==> config.mk <==
export PLATFORM = sky130hd
export DESIGN_NAME = fxp_divider
export DESIGN_NICKNAME = d
export VERILOG_FILES = /design/src/rtl/fxp_divider.sv
export SDC_FILE = /design/constraint.sdc
export NUM_CORES = 1
export LEC_CHECK = 0
export ABC_AREA = 1
export CAP_MARGIN = 20
export CORE_ASPECT_RATIO = 0.9
export CORE_UTILIZATION = 46
export DETAILED_ROUTE_END_ITERATION = 12
export GPL_ROUTABILITY_DRIVEN = 0
export GPL_TIMING_DRIVEN = 0
export PLACE_DENSITY_LB_ADDON = 0.3
export SLEW_MARGIN = 15
export SYNTH_ARGS = -nofsm -noshare
export SYNTH_HDL_FRONTEND = slang
export SYNTH_SLANG_ARGS = --single-unit
==> constraint.sdc <==
create_clock -name clk -period 3.9 [get_ports clk]
set_clock_uncertainty 0.15 [all_clocks]
set_input_delay 0.78 -clock clk [delete_from_list [all_inputs] [get_ports clk]]
set_output_delay 0.78 -clock clk [all_outputs]
set_load 0.05 [all_outputs]
==> src/rtl/fxp_divider.sv <==
// Signed fixed-point divider: restoring division, one quotient bit per clock.
// Define FXP_DIV_SATURATE_EN to clamp overflowing quotients instead of wrapping them.
module fxp_divider #(
  parameter int WIDTH     = 16,
  parameter int FRAC_BITS = 10
) (
  input  logic             clk,
  input  logic             rst,
  input  logic             start,
  input  logic [WIDTH-1:0] A,
  input  logic [WIDTH-1:0] B,
  output logic             busy,
  output logic             done,
  output logic [WIDTH-1:0] result,
  output logic             overflow_flag,
  output logic             div_by_zero
);

  localparam int N  = WIDTH + FRAC_BITS;
  localparam int CW = $clog2(N);

  localparam logic [WIDTH-1:0] MAX_POS = {1'b0, {(WIDTH-1){1'b1}}};
  localparam logic [WIDTH-1:0] MIN_NEG = {1'b1, {(WIDTH-1){1'b0}}};
  localparam logic [N-1:0]     LIM_POS = {{FRAC_BITS{1'b0}}, MAX_POS};
  localparam logic [N-1:0]     LIM_NEG = {{FRAC_BITS{1'b0}}, MIN_NEG};

  typedef enum logic [1:0] {IDLE, CALC, FIX, DONE} state_t;

  state_t           state_q;
  logic [CW-1:0]    cnt_q;
  logic [N-1:0]     num_q;    // numerator bits shift out at the top, quotient bits shift in at the bottom
  logic [WIDTH-1:0] rem_q;
  logic [WIDTH-1:0] dvs_q;
  logic             neg_q;
  logic             a_neg_q;
  logic             busy_q;
  logic             done_q;
  logic [WIDTH-1:0] result_q;
  logic             ovf_q;
  logic             dbz_q;

  logic [WIDTH-1:0] a_mag, b_mag;
  logic [WIDTH:0]   rem_shift;
  logic             q_bit;
  logic [WIDTH-1:0] rem_d;
  logic [N-1:0]     num_d;
  logic [WIDTH-1:0] mag_lo;
  logic [WIDTH-1:0] res_d;
  logic             ovf_d;
  logic             dbz_d;

  // Unsigned magnitudes; the most negative operand maps to 2^(WIDTH-1), which still fits.
  assign a_mag = A[WIDTH-1] ? (~A) + WIDTH'(1) : A;
  assign b_mag = B[WIDTH-1] ? (~B) + WIDTH'(1) : B;

  // One restoring step: the remainder stays below the divisor, so WIDTH bits suffice after subtraction.
  always_comb begin
    rem_shift = {rem_q, num_q[N-1]};
    q_bit     = (rem_shift >= {1'b0, dvs_q});
    rem_d     = q_bit ? rem_shift[WIDTH-1:0] - dvs_q : rem_shift[WIDTH-1:0];
    num_d     = {num_q[N-2:0], q_bit};
  end

  // NOTE: every output of this block is assigned on every path, so no latch can be inferred.
  always_comb begin
    mag_lo = num_q[WIDTH-1:0];
    dbz_d  = (dvs_q == '0);
    ovf_d  = neg_q ? (num_q > LIM_NEG) : (num_q > LIM_POS);
    res_d  = neg_q ? (~mag_lo) + WIDTH'(1) : mag_lo;
    if (dbz_d) begin
      ovf_d = 1'b1;
      res_d = a_neg_q ? MIN_NEG : MAX_POS;
    end else if (ovf_d) begin
`ifdef FXP_DIV_SATURATE_EN
      res_d = neg_q ? MIN_NEG : MAX_POS;
`else
      res_d = neg_q ? (~mag_lo) + WIDTH'(1) : mag_lo;
`endif
    end
  end

  // NOTE: state registers use non-blocking assignments so every register samples pre-edge values.
  always_ff @(posedge clk or posedge rst) begin
    if (rst) begin
      state_q  <= IDLE;
      cnt_q    <= '0;
      num_q    <= '0;
      rem_q    <= '0;
      dvs_q    <= '0;
      neg_q    <= 1'b0;
      a_neg_q  <= 1'b0;
      busy_q   <= 1'b0;
      done_q   <= 1'b0;
      result_q <= '0;
      ovf_q    <= 1'b0;
      dbz_q    <= 1'b0;
    end else begin
      done_q <= 1'b0;
      case (state_q)
        IDLE: begin
          if (start) begin
            num_q   <= {a_mag, {FRAC_BITS{1'b0}}};
            rem_q   <= '0;
            dvs_q   <= b_mag;
            neg_q   <= A[WIDTH-1] ^ B[WIDTH-1];
            a_neg_q <= A[WIDTH-1];
            cnt_q   <= '0;
            busy_q  <= 1'b1;
            state_q <= CALC;
          end
        end
        CALC: begin
          num_q <= num_d;
          rem_q <= rem_d;
          if (cnt_q == CW'(N - 1)) begin
            state_q <= FIX;
          end else begin
            cnt_q <= cnt_q + CW'(1);
          end
        end
        FIX: begin
          result_q <= res_d;
          ovf_q    <= ovf_d;
          dbz_q    <= dbz_d;
          busy_q   <= 1'b0;
          state_q  <= DONE;
        end
        DONE: begin
          done_q  <= 1'b1;
          state_q <= IDLE;
        end
        default: state_q <= IDLE;
      endcase
    end
  end

  assign busy          = busy_q;
  assign done          = done_q;
  assign result        = result_q;
  assign overflow_flag = ovf_q;
  assign div_by_zero   = dbz_q;

endmodule

# Word level (Yosys, flattened, before mapping)
# Cells that the tools add are included.
# word_totals
reg_bits	87
latchBits	0
ramBits	0
rom_bits	0
out_inout_bits	20
elab_cells	61
memories	0
# op_classes
add_sub_neg	5
mul	0
div	0
magnitude_cmp	3
eq_ne	7
shifts	0
mux	21
bitwise_logic	4
reduce_logical	9
# op_table
operator	n
$mux 16	7
$pmux 26 s2	1
$add 16x1->16 const B	3
$not 16->16	3
$pmux 16 s2	1
$gt 26x15->1 const B	1
$gt 26x16->1 const B	1
$mux 26	1
$ge 17x16->1	1
$logic_not 16->1	1
$sub 16x16->16	1
$mux 5	2
$pmux 5 s2	1
$pmux 2 s4	1
$reduce_and 2->1	4
$ne 2x2->1 const B	3
$add 5x1->5 const B	1
$eq 5x5->1 const B	1
$eq 2x2->1 const B	2
$mux 1	4
$mux 2	2
$reduce_bool 2->1	2
$reduce_and 3->1	1
$eq 2x1->1 const B	1
other kinds (3)	3

# Longest topological paths before layout
# depth
ltp_word	5
mapped_depth	14
ltp_nobuf	14

# Least setup slack after synthesis
# No wires, ideal clock.
# synth_path
kind	input to register
from	input port B[1]
to	register dvs_q[12]
arrival_time_ns	1.694
required_ns	3.619
setup_slack_ns	1.925
path_stages	11
path_cell_list	inv_1 -> ha_1 -> nand2_1 -> nor2_1 -> nand2_1 -> nor2_1 -> nand3_1 -> nand2_1 -> nand2_1 -> nand3_1 -> o21ai_0
# synth_between
elab_chain_len	3
# synth_rtl
item	line_no	text
from (decl)	11	input logic [WIDTH-1:0] B,
$not 16->16	54	assign b_mag = B[WIDTH-1] ? (~B) + WIDTH'(1) : B;
$add 16x1->16	54	
$mux 16	54	
to (signal assigned)	104	dvs_q <= b_mag;
to (decl)	33	logic [WIDTH-1:0] dvs_q;
# Every way passes these cells.
# A chain may end at the register's enable or synchronous reset.

# Worst setup path in the final report
# layout_path
from	register busy_q, in the netlist busy
to	output port busy
# layout_rtl
item	line_no	text
from (decl)	36	logic busy_q;
from (signal assigned)	92	busy_q <= 1'b0;
from (signal assigned)	108	busy_q <= 1'b1;
from (signal assigned)	125	busy_q <= 1'b0;
to (decl)	12	output logic busy,
# No word-level cell between the ends.

==> impl_metrics.yaml <==
run_status:
  status: "completed"
clocking:
  htreeDepth: 3
  cts.clk_slew.worst_paths_ns: 0.06
  insertion_delay_ns: 0.35
  ctsHoldBuffers: 0
  cts_resized: 0
  cts_setup_buffers: 0
  cts_tree: "built"
  cts_root_buffer: "clkbuf_16"
  clock_sinks: 87
  cts_made_buffers: 9
  cts_buffer_depth: 2
detailed_routing:
  via_per_inst: 5.16
  wl_per_cell_um: 13.5
  ant_nets: 0
  num_vias: 5831
  drc: 0
  routed_wirelength_um: 15300
  first_iter_violations: 373
  drtPass1Iterations: 5
setup_path:
  crit_required_ns: 2.97
  cp_slowest_cell: "clkdlybuf4s50_1"
  arrival_ns: 1.55
  path_cells: "clkdlybuf4s50_1"
  crit_fanout: 2
  critPathKind: "reg2out"
  crit_path_end_kind: "output port"
  cpLargestDelayFamily: "buffers and inverters"
  start_kind: "flip-flop"
  path_buf_inv: 1
  slowest_delay_ns: 0.82
sta:
  worstMarginPinSlew_ns: 0.570
  post-route-period-util_pct: 63.5
  slew_headroom_pct: 62.0
  rsz0062_at_grt: "no"
  finalSetupViolCount: 0
  hold_violations: 0
  final_max_slew_viol_count: 0
  finalCriticalPeriod_ns: 2.48
  fmax_ghz: 0.404
synthesis:
  synth_fp_nets: 957
  synth_edf_count: 0
  synth_seq_cells: 87
  ys_async_sr_fraction_pct: 100
  avgSynthCellArea_um2: 6.84
  syn_area_um2: 6130
  syn_inst: 896
  ys.warnings.count: 0
  synth_cell_type_count: 42
  synth_flop_cell: "dfrtp_1"
  ys_seq_area_share_pct: 35.5
placed_design:
  place_area_um2: 6900
  place_hpwl_um: 11700
  portBuffers: 54
die:
  die_w_um: 124
  core_um2: 12800
  initial_core_util_pct: 47.8
  die-area_um2: 13800
  dieHeight_um: 112
  ios: 55
  num_rows: 39
pwr:
  power-per-cell-area_nw_per_um2: 945
  power.total_mw: 6.84
  total_leakage_power_nw: 3.68
  ir_worst_vdd_uv: 525
flow_run:
  maxCapViolations: 0
final_layout:
  fillers: 1259
  layout_common_cells: "nand2_1 (239), inv_1 (133), dfrtp_1 (87)"
  layout.nets: 1023
  drive_above_1_share_pct: 6.41
  syn_to_final_growth_pct: 18.0
  fin_area_um2: 7230
  layout_commonest_cell: "nand2_1"
  antenna_cells: 0
global_routing:
  antenna_found_initial: 0
  grt_max_degree: 50
  grt_pass1_vias: 5404
  grt_usage_pct: 24.0
  grt_overflow: 0
  grt_pass1_wl_um: 26000
hold_path:
  hp-class: "reg2reg"
## sequential cells by signal, indices dropped and copies added (netlist names)
| signal | flops |
|---|---|
| a_neg_q | 1 |
| busy | 1 |
| cnt_q | 5 |
| div_by_zero | 1 |
| done | 1 |
| dvs_q | 16 |
| neg_q | 1 |
| num_q | 26 |
| overflow_flag | 1 |
| rem_q | 16 |
| result | 16 |
| state_q | 2 |
## kinds of logic (layout without fill, tap and decap cells)
kind of cell / after synthesis / count (layout) / share of synthesized area [%]
AND/OR/NAND/NOR: 461 / 461 / 33.3
buffers and inverters: 165 / 236 / 10.7
AO/OA/AOI/OAI: 135 / 135 / 11.9
flip-flops: 87 / 87 / 35.5
adder cells (fa/ha/maj): 26 / 26 / 5.43
XOR/XNOR: 22 / 22 / 3.14
## cells in the mapped netlist, types with 2 or more instances
cell type  instances  share of area [%]
a21oi_1           42                3.4
and2_1             2               0.20
buf_1              3               0.18
buf_2              6               0.49
buf_4              2               0.24
clkbuf_1          12               0.73
dfrtp_1           87                 36
ha_1              25                5.1
inv_1            134                8.2
inv_2              5               0.31
nand2_1          239                 15
nand2_2            7               0.71
nand2_4            2               0.37
nand3_1           86                7.0
nand3_2            6               0.98
nand3b_1           6               0.73
nand4_1           16                1.6
nor2_1            75                4.6
nor2_2             6               0.61
nor2_4             2               0.37
nor3_1             7               0.57
o211ai_1           8               0.98
o21ai_0           65                5.3
o22ai_1           12                1.2
o31ai_1            2               0.24
or2_2              3               0.31
xnor2_1            7                1.0
xor2_1            15                2.1
## power breakdown
| group | switching (mW) | total, mW | internal (mW) |
|---|---|---|---|
| clock | 0.371 | 0.954 | 0.583 |
| combinational | 2.84 | 4.32 | 1.48 |
| sequential | 0.244 | 1.56 | 1.32 |
## final cells by class
type                            instances  area (um2)  share of cell area, %
Buffer                                 25         128                   1.76
Sequential cell                        87        2180                   30.1
Tap cell                              164         205                   2.84
Inverter                              140         528                   7.30
Clock inverter                          6        91.3                   1.26
Multi-Input combinational cell        644        3300                   45.6
Clock buffer                           10         239                   3.30
Timing Repair Buffer                   55         568                   7.85
## path summary, 6_finish.rpt
| check | startpoint | end | slack (ns) | depth (start not counted) |
|---|---|---|---|---|
| worst max-delay path | busy | busy | 1.42 | 1 |
| worst min-delay path | num_q[0] | result[0] | 0.33 | 2 |
| worst max register to register | num_q[25] | rem_q[12] | 1.68 | 13 |
| worst min register to register | num_q[0] | result[0] | 0.33 | 2 |
| max in group asynchronous | rst | num_q[16] | 2.33 | 3 |
| min in group asynchronous | rst | rem_q[7] | 0.67 | 2 |
## layer usage
metal	global-route usage (%)	share of wire, %
met4	6.51	1.1
met3	4.15	4.8
met5	0	0
met1	36.0	50
met2	35.3	44
## stage by stage
stage	setup TNS, ns	util [%]	hold slack, ns	worst slack, ns	instances
6_report	0	56.4	0.333	1.42	1131
5_1_grt	0	56.4	0.364	1.33	1131
4_1_cts	0	56.4	0.332	1.42	1131
3_5_place_dp	0	53.8	0.317	1.11	1115
3_3_place_gp	-61.13	53.6	0.305	-0.706	1114
2_1_floorplan	0	-	0.299	0.720	896
Power figures use the tool's default switching activity.
